### src/rtl/multiport_fifo_queue_if.sv
`default_nettype none
// ============================================================================
// Module   : multiport_fifo_queue_if
// Brief    : Producer/consumer bundle for the N-wide enqueue/dequeue FIFO.
// Revision : 1.0  initial release
// ============================================================================
interface multiport_fifo_queue_if #(
   parameter int DEPTH     = 16,
   parameter int WIDTH     = 32,
   parameter int ENQ_LANES = 2,
   parameter int DEQ_LANES = 2
);
   localparam int CW = $clog2(DEPTH + 1);
   localparam int EW = $clog2(ENQ_LANES + 1);
   localparam int DW = $clog2(DEQ_LANES + 1);

   logic                       flush;
   logic [EW-1:0]              enq_cnt;
   logic [ENQ_LANES*WIDTH-1:0] enq_data;
   logic [DW-1:0]              deq_cnt;
   logic [DEQ_LANES*WIDTH-1:0] deq_data;
   logic [DEQ_LANES-1:0]       deq_valid;
   logic [CW-1:0]              count;
   logic [CW-1:0]              free_cnt;
   logic                       full;
   logic                       empty;
   logic                       almost_full;
   logic                       enq_rej;
   logic                       deq_rej;

   modport master (
      output flush, enq_cnt, enq_data, deq_cnt,
      input  deq_data, deq_valid, count, free_cnt, full, empty, almost_full,
             enq_rej, deq_rej
   );

   modport slave (
      input  flush, enq_cnt, enq_data, deq_cnt,
      output deq_data, deq_valid, count, free_cnt, full, empty, almost_full,
             enq_rej, deq_rej
   );
endinterface
`default_nettype wire

### src/rtl/multiport_fifo_queue.sv
`default_nettype none
// ============================================================================
// Module   : multiport_fifo_queue
// Brief    : Circular FIFO with all-or-nothing multi-lane enqueue/dequeue.
// Revision : 1.0  initial release
// ============================================================================
module multiport_fifo_queue #(
   parameter int DEPTH     = 16,
   parameter int WIDTH     = 32,
   parameter int ENQ_LANES = 2,
   parameter int DEQ_LANES = 2,
   parameter int AF_THRESH = 12
) (
   input  logic                   clk,
   input  logic                   rst_n,
   multiport_fifo_queue_if.slave  fifo_bus
);
   localparam int AW = $clog2(DEPTH);
   localparam int CW = $clog2(DEPTH + 1);

   logic [WIDTH-1:0] r_mem [DEPTH];
   logic [AW-1:0]    r_head;
   logic [AW-1:0]    r_tail;
   logic [CW-1:0]    r_count;
   logic             r_enq_rej;
   logic             r_deq_rej;

   logic [CW-1:0]    w_free;
   logic             w_enq_ok;
   logic             w_deq_ok;
   logic [CW-1:0]    w_count_next;

   // k never exceeds DEPTH, so a single conditional subtract covers any DEPTH.
   function automatic logic [AW-1:0] wrap_add(input logic [AW-1:0] p, input int unsigned k);
      int unsigned s;
      s = 32'(p) + k;
      if (s >= DEPTH)
         s = s - DEPTH;
      return AW'(s);
   endfunction

   assign w_free   = CW'(DEPTH) - r_count;
   assign w_deq_ok = (32'(fifo_bus.deq_cnt) <= DEQ_LANES) &&
                     (32'(fifo_bus.deq_cnt) <= 32'(r_count));
   assign w_enq_ok = (32'(fifo_bus.enq_cnt) <= ENQ_LANES) &&
                     (32'(fifo_bus.enq_cnt) <= 32'(w_free));
   assign w_count_next = CW'(32'(r_count)
                           + (w_enq_ok ? 32'(fifo_bus.enq_cnt) : 32'd0)
                           - (w_deq_ok ? 32'(fifo_bus.deq_cnt) : 32'd0));

   always_ff @(posedge clk or negedge rst_n) begin
      if (!rst_n) begin
         r_head    <= '0;
         r_tail    <= '0;
         r_count   <= '0;
         r_enq_rej <= 1'b0;
         r_deq_rej <= 1'b0;
      end else if (fifo_bus.flush) begin
         r_head    <= '0;
         r_tail    <= '0;
         r_count   <= '0;
         r_enq_rej <= 1'b0;
         r_deq_rej <= 1'b0;
      end else begin
         if (w_deq_ok)
            r_head <= wrap_add(r_head, 32'(fifo_bus.deq_cnt));
         if (w_enq_ok)
            r_tail <= wrap_add(r_tail, 32'(fifo_bus.enq_cnt));
         r_count   <= w_count_next;
         r_enq_rej <= !w_enq_ok;
         r_deq_rej <= !w_deq_ok;
      end
   end

   // Storage carries no reset; entries outside the occupied window are never observed.
   always_ff @(posedge clk) begin
      if (rst_n && !fifo_bus.flush && w_enq_ok) begin
         for (int i = 0; i < ENQ_LANES; i++) begin
            if (i < int'(fifo_bus.enq_cnt))
               r_mem[wrap_add(r_tail, i)] <= fifo_bus.enq_data[i*WIDTH +: WIDTH];
         end
      end
   end

   always_comb begin
      fifo_bus.deq_data  = '0;
      fifo_bus.deq_valid = '0;
      for (int i = 0; i < DEQ_LANES; i++) begin
         fifo_bus.deq_data[i*WIDTH +: WIDTH] = r_mem[wrap_add(r_head, i)];
         fifo_bus.deq_valid[i]               = (32'(r_count) > i);
      end
   end

   assign fifo_bus.count       = r_count;
   assign fifo_bus.free_cnt    = w_free;
   assign fifo_bus.full        = (r_count == CW'(DEPTH));
   assign fifo_bus.empty       = (r_count == '0);
   assign fifo_bus.almost_full = (32'(r_count) >= AF_THRESH);
   assign fifo_bus.enq_rej     = r_enq_rej;
   assign fifo_bus.deq_rej     = r_deq_rej;
endmodule
`default_nettype wire
### src/flat_wrapper.sv
// flat-port wrapper written by rule: the top's interface ports become plain ports
module multiport_fifo_queue_flat 
#(
   parameter int DEPTH     = 16,
   parameter int WIDTH     = 32,
   parameter int ENQ_LANES = 2,
   parameter int DEQ_LANES = 2,
   parameter int AF_THRESH = 12
)
  (clk, rst_n, fifo_bus_flush, fifo_bus_enq_cnt, fifo_bus_enq_data, fifo_bus_deq_cnt, fifo_bus_deq_data, fifo_bus_deq_valid, fifo_bus_count, fifo_bus_free_cnt, fifo_bus_full, fifo_bus_empty, fifo_bus_almost_full, fifo_bus_enq_rej, fifo_bus_deq_rej);
  multiport_fifo_queue_if #(.DEPTH(DEPTH), .WIDTH(WIDTH), .ENQ_LANES(ENQ_LANES), .DEQ_LANES(DEQ_LANES)) fifo_bus_i ();
  input  logic clk;
  input  logic rst_n;
  input wire logic [$bits(fifo_bus_i.flush)-1:0] fifo_bus_flush;
  input wire logic [$bits(fifo_bus_i.enq_cnt)-1:0] fifo_bus_enq_cnt;
  input wire logic [$bits(fifo_bus_i.enq_data)-1:0] fifo_bus_enq_data;
  input wire logic [$bits(fifo_bus_i.deq_cnt)-1:0] fifo_bus_deq_cnt;
  output wire logic [$bits(fifo_bus_i.deq_data)-1:0] fifo_bus_deq_data;
  output wire logic [$bits(fifo_bus_i.deq_valid)-1:0] fifo_bus_deq_valid;
  output wire logic [$bits(fifo_bus_i.count)-1:0] fifo_bus_count;
  output wire logic [$bits(fifo_bus_i.free_cnt)-1:0] fifo_bus_free_cnt;
  output wire logic [$bits(fifo_bus_i.full)-1:0] fifo_bus_full;
  output wire logic [$bits(fifo_bus_i.empty)-1:0] fifo_bus_empty;
  output wire logic [$bits(fifo_bus_i.almost_full)-1:0] fifo_bus_almost_full;
  output wire logic [$bits(fifo_bus_i.enq_rej)-1:0] fifo_bus_enq_rej;
  output wire logic [$bits(fifo_bus_i.deq_rej)-1:0] fifo_bus_deq_rej;
  assign fifo_bus_i.flush = fifo_bus_flush;
  assign fifo_bus_i.enq_cnt = fifo_bus_enq_cnt;
  assign fifo_bus_i.enq_data = fifo_bus_enq_data;
  assign fifo_bus_i.deq_cnt = fifo_bus_deq_cnt;
  assign fifo_bus_deq_data = fifo_bus_i.deq_data;
  assign fifo_bus_deq_valid = fifo_bus_i.deq_valid;
  assign fifo_bus_count = fifo_bus_i.count;
  assign fifo_bus_free_cnt = fifo_bus_i.free_cnt;
  assign fifo_bus_full = fifo_bus_i.full;
  assign fifo_bus_empty = fifo_bus_i.empty;
  assign fifo_bus_almost_full = fifo_bus_i.almost_full;
  assign fifo_bus_enq_rej = fifo_bus_i.enq_rej;
  assign fifo_bus_deq_rej = fifo_bus_i.deq_rej;
  multiport_fifo_queue #(.DEPTH(DEPTH), .WIDTH(WIDTH), .ENQ_LANES(ENQ_LANES), .DEQ_LANES(DEQ_LANES), .AF_THRESH(AF_THRESH)) u_core (.clk(clk), .rst_n(rst_n), .fifo_bus(fifo_bus_i));
endmodule
### config.mk
export PLATFORM = sky130hd
export DESIGN_NAME = multiport_fifo_queue_flat
export DESIGN_NICKNAME = d
export VERILOG_FILES = /design/src/rtl/multiport_fifo_queue_if.sv /design/src/rtl/multiport_fifo_queue.sv /design/src/flat_wrapper.sv
export SDC_FILE = /design/constraint.sdc
export NUM_CORES = 1
export LEC_CHECK = 0
export CAP_MARGIN = 20
export CORE_MARGIN = 2
export CORE_UTILIZATION = 40
export DETAILED_ROUTE_END_ITERATION = 6
export PLACE_DENSITY = 0.61
export SYNTH_ARGS = -nofsm -noshare
export SYNTH_HDL_FRONTEND = slang
export SYNTH_SLANG_ARGS = --single-unit
### constraint.sdc
create_clock -name clk -period 15.4 [get_ports clk]
set_input_delay 4.62 -clock clk [delete_from_list [all_inputs] [get_ports clk]]
set_output_delay 4.62 -clock clk [all_outputs]
set_load 0.01 [all_outputs]
==> reports/qor.txt, run 1 <==
Worst-path fanout max -> 68
Drt total wl -> 91,100 um
Area leader, netlist -> edfxtp_1
Avg Synthesized Cell Area -> 17.8 sq um
Final Cell Area -> 35,600 sq um
Routed Antenna Nets -> 0
Root buffer cell -> clkbuf_16
Gr usage total -> 0.231
Crit path time final -> 9830 ps
Hold-fix buffers, CTS -> 0
Clock tree buffer depth -> 3
Total CTS buffers -> 58
YS warnings -> 0
Antenna violations before repair -> 4
Reg-to-reg slack, setup -> 11,010 ps
Core area -> 76,200 sq um
Row Count -> 101
Die W -> 282 um
CP peak stage delay -> 970 ps
CTS tree -> yes
Cell Chain, Critical Path -> ha_4, buf_4, mux4_2, mux4_2, clkdlybuf4s50_1
CP endpoint kind -> primary output
Comb pwr share -> 0.384
Postcts setup bufs -> 0
Critical path arrival -> 5210 ps
Total gr overflow -> 0
IO Pins -> 152
H-tree depth -> 2
Via Count -> 18,100
Register bit total from synthesis -> 527
Vias in the first global route -> 18,900
Worst Reg2Reg Path Length in Cells -> 10
Worst Path Required -> 10,780 ps
Min-delay src -> u_core.r_tail[0]
First-pass GRT wire length -> 132,000 um
Reg2reg end -> u_core.r_mem[0][0]
Distinct cells, synth -> 47
Fin nets -> 1,905
Syn Inst Count -> 1,738
DRC -> 0
RSZ-0062 raised after global routing -> no
Most frequent cells in the layout -> 512 x edfxtp_1, 450 x mux2_2, 320 x mux4_2
FFs w/ async S/R, synth -> 0.0285
Max Cap Viol -> 0
Avg WL per Cell -> 31.6 um
Hold Path End -> u_core.r_tail[0]
Worst r2r src -> u_core.fifo_bus.count[0]
Post-synthesis sequential area ratio -> 0.509
Period Utilization, post-route -> 0.638
Design Power -> 5080 uW
Area growth, synth to finish -> 15.2%
Die ar. -> 79,600 sq um
Sequential share of power -> 0.334
Max-slew violation count -> 0
Placed cell area -> 33,700 sq um
Ys flop type -> edfxtp_1
Critical path's most frequent cell -> mux4_2
Ranking of synthesized cells by area -> edfxtp_1 50%, mux4_2 23%, mux2_2 16%
Clock Power Share -> 0.281
Post-synth top area share -> 0.497
IO buf count -> 151
GPL Wtd Cong -> 0.779
Clock Skew -> 24.0 ps
Syn Std Cell Area -> 30,900 sq um
Power Internal -> 3490 uW
1st-iter DRT viols -> 1,682
Detailed-router iteration count before antenna repair -> 5
Initial core utilization -> 0.406
Fillers -> 6,443
Final setup fails -> 0
Final hold violations -> 0
Hold depth -> 2
Element type at the critical path start -> register
Clock latency on the worst-skew pair -> 630 ps
Hold Crit Class -> reg -> reg
Clock Sinks -> 527
Setup CP Type -> reg -> out
Slew @ Worst Pin -> 1120 ps
Largest net degree at the start of global routing -> 119
Layout cell share with drive strength beyond 1 -> 0.513
Hpwl dp -> 51,700 um
Setup_tns -> 0 ps
Switch Pwr -> 1600 uW
Pwr/cell area -> 143 nW/um^2
EDFF count, synth -> 512
Max VDD drop -> 0.000107 V
Critical path's slowest cell -> dfrtp_4
Slew Limit Headroom -> 0.253
Post-cts resize count -> 0
Die Ht -> 282 um
Syn Nets -> 1,836
Most common cell after layout, fill and taps aside -> edfxtp_1
Reg clk slew, reported paths -> 60 ps
DR vias/cell -> 6.26
Sw frac -> 0.314
Status -> finished, final reports clean
Fmax -> 0.102 GHz
LEAKAGE -> 0.0112 uW
==> critical path, delay by kind of cell, from the launching register on <==
family	cells	cell delay [ps]
adder cells (fa/ha/maj)	1	960
flip-flops	1	970
multiplexers	2	1130
buffers and inverters	2	1480
==> layer usage <==
metal | up-vias | routed length, um | track usage
met5 | - | 26 | 0
met4 | 4 | 2230 | 0.0606
met3 | 131 | 7420 | 0.0506
met2 | 784 | 44400 | 0.375
met1 | 9715 | 37100 | 0.314
li1 | 7427 | - | -
==> worst max path at each step <==
stage | from | to | slack (ps) | depth (start not counted)
6_report | u_core.r_head[1] | fifo_bus_deq_data[63] | 5570 | 5
2_1_floorplan | fifo_bus_enq_cnt[1] | u_core.r_mem[3][0] | 5890 | 6
5_1_grt | u_core.r_head[1] | fifo_bus_deq_data[63] | 5320 | 5
3_5_place_dp | u_core.r_head[1] | fifo_bus_deq_data[63] | 6120 | 5
4_1_cts | u_core.r_head[1] | fifo_bus_deq_data[63] | 5440 | 5
3_3_place_gp | u_core.r_head[1] | fifo_bus_deq_data[63] | 6180 | 5
==> power by group through the flow <==
stage	Combinational (uW)	Clock [uW]	Sequential, uW
6_report	1950	1430	1700
5_1_grt	2080	1510	1710
3_5_place_dp	1970	0	1730
2_1_floorplan	1300	0	1680
3_3_place_gp	1940	0	1730
4_1_cts	1980	1460	1700
==> Yosys cell counts, types with 10 or more instances <==
cell type,instances
buf_2,78
clkbuf_1,102
dfrtp_1,15
edfxtp_1,512
ha_1,23
inv_1,19
mux2_1,65
mux2_2,450
mux4_2,320
nand2_1,14
nor2_1,13
nor2b_1,10
nor3_1,11
o21ai_0,12
==> final cells by class <==
class | instances | area, sq um | share of cell area
flip-flops and latches | 527 | 15800 | 0.442
multi-input cells | 998 | 14700 | 0.411
repair buffers | 203 | 1930 | 0.0542
clock buffers | 74 | 1570 | 0.0441
well taps | 1030 | 1290 | 0.0362
clock inverters | 33 | 347 | 0.00973
inverters | 19 | 71.3 | 0.00200
diodes | 2 | 5.00 | 0.000140
==> stage by stage <==
step	setup slack [ps]	util	std cells	hold WS, ps
after floorplan	5890	-	1738	616
after global placement	6180	0.442	2776	707
after detailed placement	6120	0.442	2776	717
after CTS	5440	0.467	2883	731
after global routing	5320	0.468	2885	761
final	5570	0.468	2886	735
==> cells by family after synthesis <==
kind of cell | count (synthesis) | synth area share
AOI/OAI and AO/OA | 49 | 0.0130
xor gates and xnor gates | 6 | 0.00170
adders and majority gates | 27 | 0.0119
buffers and inverters | 213 | 0.0296
DFF | 527 | 0.509
muxes | 837 | 0.421
and+or+nand+nor | 79 | 0.0137
==> flip-flops by register name (all words and copies together), names as in the netlist <==
| signal | flops |
|---|---|
| u_core.r_head | 4 |
| u_core.fifo_bus.deq_rej | 1 |
| u_core.r_tail | 4 |
| u_core.r_mem | 512 |
| u_core.fifo_bus.count | 5 |
| u_core.fifo_bus.enq_rej | 1 |
(Power assumes the default switching activity.)
==> run 2, diff against run 1 <==
- clock period: 15.4 -> 9.7 ns (I/O delays scaled with it)
==> run 2 against run 1 <==
Net effect: non-clock buffer count is 1 higher; final cell count hardly changed; critical path type unchanged; via count hardly changed; critical path depth stayed put; clock power is 50% higher; worst hold slack worse by 27 ps.
==> reports/qor.txt, run 2 (synthesis results as in run 1) <==
Antenna violations before repair -> 2 (-2)
Worst-path fanout max -> 49 (-28%)
Root buffer cell -> clkbuf_16
Max FFs per register -> 512 (unchanged)
DRC -> 0 (unchanged)
Delay-heaviest family, CP -> buffers and inverters
Setup_tns -> 0 ps (unchanged)
Clock Sinks -> 527 (unchanged)
Critical path arrival -> 4500 ps (-710 ps)
GR Util met2 -> 0.377 (+0.00195)
Crit path time final -> 7410 ps
Postcts setup bufs -> 0 (unchanged)
Cell Chain, Critical Path -> ha_4, buf_4, mux4_2, mux4_2, clkdlybuf4s50_1
Critical path's slowest cell -> dfrtp_4
Met1 usage -> 0.306 (-0.00756)
Die ar. -> 79,600 sq um (unchanged)
Area of the multi-input gates -> 14,700 sq um (unchanged)
Final hold violations -> 0 (unchanged)
Status -> finished, final reports clean
Total CTS buffers -> 59 (+1.7%)
Post-cts resize count -> 0 (unchanged)
Register area -> 15,800 sq um (unchanged)
Most common cell after layout, fill and taps aside -> edfxtp_1
Clock tree buffer depth -> 3 (unchanged)
GRT Max-Usage Layer -> met2
First-pass GRT wire length -> 131,000 um (-0.64%)
Slew Limit Headroom -> 0.214 (-0.0394)
Most frequent cells in the layout -> 512 x edfxtp_1, 450 x mux2_2, 320 x mux4_2
Gr usage total -> 0.226 (-0.00440)
CP endpoint kind -> primary output
Die W -> 282 um (unchanged)
Row Count -> 101 (unchanged)
Max Cap Viol -> 0 (unchanged)
Setup crit start -> u_core.r_head[0]
Crit path buffers/inverters -> 2 (unchanged)
Clock latency on the worst-skew pair -> 660 ps (+30 ps)
Layout cell share with drive strength beyond 1 -> 0.510 (-0.00271)
RSZ-0062 raised after global routing -> no
Core area -> 76,200 sq um (unchanged)
H-tree depth -> 2 (unchanged)
Tightest hold margin -> 708 ps (-27.0 ps)
1st-iter DRT viols -> 1,712 (+1.8%)
CTS tree -> yes
Clock Skew -> 41.6 ps (+17.6 ps)
Setup CP Type -> reg -> out
Critical path's most frequent cell -> mux4_2
Via Count -> 18,100 (-0.028%)
Min-delay src -> u_core.r_tail[0]
Die Ht -> 282 um (unchanged)
Pwr/cell area -> 225 nW/um^2 (+57%)
Biggest register -> u_core.r_mem
IO buf count -> 151 (unchanged)
Hold-fix buffers, CTS -> 0 (unchanged)
CP peak stage delay -> 900 ps (-70 ps)
LEAKAGE -> 0.0112 uW (-0.48%)
Worst Path Required -> 6790 ps (-3990 ps)
Fin nets -> 1,907 (+0.10%)
Fillers -> 6,449 (+0.093%)
DR vias/cell -> 6.25 (about the same)
Reg clk slew, reported paths -> 60 ps (about the same)
GPL Wtd Cong -> 0.799 (+2.6%)
Slew @ Worst Pin -> 1170 ps (+54.6 ps)
Vias in the first global route -> 19,000 (+0.67%)
Initial core utilization -> 0.406 (unchanged)
Largest net degree at the start of global routing -> 101 (-15%)
Final setup fails -> 0 (unchanged)
Max VDD drop -> 0.000160 V (+50%)
IO Pins -> 152 (unchanged)
Period Utilization, post-route -> 0.764
Hold Crit Class -> reg -> reg
Hpwl dp -> 52,700 um (+1.9%)
Fmax -> 0.135 GHz
Max-slew violation count -> 0 (unchanged)
Avg WL per Cell -> 30.8 um (-2.5%)
Element type at the critical path start -> register
Area growth, synth to finish -> 14.9%
GRT met3 Usage -> 0.0423 (-0.00834)
Detailed-router iteration count before antenna repair -> 5 (unchanged)
Total gr overflow -> 0 (unchanged)
Routed Antenna Nets -> 0 (unchanged)
Worst r2r src -> u_core.fifo_bus.count[0]
Drt total wl -> 88,900 um (-2.5%)
run 2: changes by cell type in the layout (fill, tap and decap cells not counted), moves of 2 or more:
cell,delta
bufinv_16,-4
clkbuf_8,-4
clkinv_1,+5
clkinv_16,+2
clkinvlp_4,+2
run 2: path summary, 6_finish.rpt:
| path | end | slack (ps) | cells past startpoint |
|---|---|---|---|
| worst max-delay path | fifo_bus_deq_data[60] | 2290 | 5 |
| worst min-delay path | u_core.r_tail[0] | 710 | 2 |
| worst max register to register | u_core.r_mem[4][3] | 5360 | 10 |
| worst min register to register | u_core.r_tail[0] | 710 | 2 |
| max in group asynchronous | u_core.r_head[0] | 6850 | 2 |
| min in group asynchronous | u_core.fifo_bus.count[4] | 2620 | 2 |
run 2: layout make-up:
cell class,instances,area share
clock inverter,37,0.00845
sequential,527,0.443
multi-input combinational,998,0.412
inverter,19,0.00201
tap,1030,0.0362
clock buffer,71,0.0428
timing repair buffer,204,0.0548
antenna,1,0.0000704
run 2: worst min-delay path: stages (launching register included):
cell      delay (ps)
dfrtp_1          480
nand2b_1         120
mux2i_1           60
run 2: layer usage:
metal,share of wire,wire length [um]
met5,0.00026,23
met4,0.021,1900
met3,0.068,6080
met2,0.50,44200
met1,0.41,36700
run 2: power by group:
part	leakage [uW]	switching, uW	internal (uW)
Sequential	0.00480	116	2580
Clock	0.000881	951	1190
Combinational	0.00547	1510	1640
Total	0.0112	2580	5410
run 2: stage by stage:
step | power, uW | instance area (sq um) | setup slack [ps] | instances | util
final | 7990 | 35600 | 2290 | 2887 | 0.467
after CTS | 8060 | 35600 | 2260 | 2886 | 0.467
after global routing | 8330 | 35600 | 2140 | 2886 | 0.467
after detailed placement | 5920 | 33700 | 2660 | 2778 | 0.443
after floorplan | 4730 | 30900 | 1900 | 1738 | -
after global placement | 5890 | 33700 | 2770 | 2778 | 0.443
==> run 3, diff against run 2 <==
- clock period: 9.7 -> 7.5 ns (I/O delays scaled with it)
==> run 3 against run 2 <==
Net effect: total power rose by 31%; cell area increased by 0.58%; first-iteration DRC count grew 1.3%; sequential power grew 29%; worst hold slack gained 6.0 ps; clock skew is 21 ps lower; critical endpoint is now fifo_bus_deq_data[32]; largest cell class unchanged; largest power group unchanged.
==> reports/qor.txt, run 3 (synthesis results as in run 1) <==
DR vias/cell -> 6.28 (+0.35%)
Switch Pwr -> 3350 uW (+30%)
Clock Power Share -> 0.274 (+0.005)
Power Internal -> 7120 uW (+32%)
Crit path time final -> 6400 ps
Antenna violations before repair -> 5 (+3)
Area growth, synth to finish -> 15.6%
Worst slack at placement -> 1110 ps (-1550 ps)
Avg WL per Cell -> 31.6 um (+2.5%)
LEAKAGE -> 0.0113 uW (+0.89%)
CP endpoint kind -> primary output
GPL Wtd Cong -> 0.763 (-4.5%)
H-tree depth -> 2 (unchanged)
Critical path arrival -> 4150 ps (-350 ps)
Core area -> 76,200 sq um (unchanged)
Final Cell Area -> 35,800 sq um (+0.58%)
Setup crit start -> u_core.r_head[0]
Clock latency on the worst-skew pair -> 640 ps (-20 ps)
Initial core utilization -> 0.406 (unchanged)
Worst r2r src -> u_core.fifo_bus.count[0]
Setup CP Type -> reg -> out
Slew @ Worst Pin -> 1170 ps (-6.63 ps)
Clock tree buffer depth -> 3 (unchanged)
Biggest register -> u_core.r_mem
IO Pins -> 152 (unchanged)
Final hold violations -> 0 (unchanged)
Most common cell after layout, fill and taps aside -> edfxtp_1
Placed cell area -> 33,800 sq um (+0.27%)
DRC -> 0 (unchanged)
Total CTS buffers -> 59 (unchanged)
Detailed-router iteration count before antenna repair -> 5 (unchanged)
IO buf count -> 151 (unchanged)
Row Count -> 101 (unchanged)
Sequential share of power -> 0.331 (-0.006)
Worst Reg2Reg Path Length in Cells -> 9 (-1)
Element type at the critical path start -> register
Hold-fix buffers, CTS -> 0 (unchanged)
Most frequent cells in the layout -> 512 x edfxtp_1, 450 x mux2_2, 320 x mux4_2
Status -> finished, final reports clean
Vias in the first global route -> 19,100 (+0.71%)
Final worst setup slack -> 1100 ps (-1190 ps)
RSZ-0062 raised after global routing -> no
Die Ht -> 282 um (unchanged)
Hold depth -> 2 (unchanged)
Reg clk slew, reported paths -> 60 ps (about the same)
Max VDD drop -> 0.000211 V (+32%)
Setup_tns -> 0 ps (unchanged)
Worst-path fanout max -> 35 (-29%)
Reg-to-reg slack, setup -> 3040 ps (-2320 ps)
Gr usage total -> 0.231 (+0.00525)
Clock Sinks -> 527 (unchanged)
First-pass GRT wire length -> 133,000 um (+1.9%)
Hold Crit Class -> reg -> reg
Hpwl dp -> 54,000 um (+2.4%)
Root buffer cell -> clkbuf_16
Crit path capture -> fifo_bus_deq_data[32]
Fin nets -> 1,916 (+0.47%)
Comb pwr share -> 0.395 (about the same)
Clock Skew -> 20.2 ps (-21.3 ps)
Max FFs per register -> 512 (unchanged)
Reg2reg end -> u_core.r_mem[12][20]
Layout cell share with drive strength beyond 1 -> 0.513 (+0.00291)
Fmax -> 0.156 GHz
Pwr/cell area -> 293 nW/um^2 (+30%)
Die ar. -> 79,600 sq um (unchanged)
Total gr overflow -> 0 (unchanged)
CTS tree -> yes
Max Cap Viol -> 0 (unchanged)
Die W -> 282 um (unchanged)
Postcts setup bufs -> 0 (unchanged)
Design Power -> 10,500 uW (+31%)
Sw frac -> 0.320 (-0.00315)
Worst Path Required -> 5250 ps (-1540 ps)
Routed Antenna Nets -> 0 (unchanged)
1st-iter DRT viols -> 1,735 (+1.3%)
Max-slew violation count -> 0 (unchanged)
Final core utilization -> 0.469 (+0.00269)
Largest net degree at the start of global routing -> 97 (-4.0%)
Post-cts resize count -> 0 (unchanged)
Slew Limit Headroom -> 0.221 (+0.00705)
Final setup fails -> 0 (unchanged)
Period Utilization, post-route -> 0.854
Drt total wl -> 91,400 um (+2.8%)
Via Count -> 18,200 (+0.66%)
run 3: changes by cell type in the layout (fill, tap and decap cells not counted), sizes merged:
cell	before	now
buf	53	62
bufinv	3	6
clkbuf	71	74
clkinv	30	23
clkinvlp	3	2
diode	1	3
run 3: power by group through the flow:
stage / logic (uW) / registers, uW / clock network (uW)
detailed placement: 4150 / 3520 / 0
finish: 4140 / 3460 / 2860
floorplan: 2670 / 3450 / 0
CTS: 4180 / 3460 / 2930
global placement: 4130 / 3520 / 0
global route: 4390 / 3480 / 3030
run 3: final cells by class:
class	instances	area, sq um
fill	6448	40400
sequential	527	15800
multi-input combinational	998	14700
timing repair buffer	213	2090
clock buffer	74	1530
tap	1030	1290
clock inverter	32	344
inverter	19	71.3
antenna	3	7.51
run 3: metrics by stage:
stage / hold WS (ps) / instances
detailed placement: 691 / 2785
floorplan: 616 / 1738
CTS: 708 / 2891
global placement: 700 / 2785
finish: 714 / 2896
global route: 769 / 2894
run 3: worst max-delay path, cell delays in order (launching register included):
cell and delay (ps):
dfrtp_4 700, ha_4 740, buf_4 520, mux4_2 410, mux4_2 560, clkdlybuf4s50_1 530
run 3: layer usage:
layer  routed length, um  global-route usage
met5                  59                   0
met4                2900              0.0723
met3                5860              0.0415
met2               45000               0.385
met1               37600               0.310
run 3: worst min path at each step:
stage | from | end
floorplan | u_core.r_tail[0] | u_core.r_tail[0]
global placement | u_core.r_tail[0] | u_core.r_tail[0]
detailed placement | u_core.r_tail[0] | u_core.r_tail[0]
CTS | u_core.r_tail[0] | u_core.r_tail[0]
global route | u_core.r_tail[0] | u_core.r_tail[0]
finish | u_core.r_tail[0] | u_core.r_tail[0]
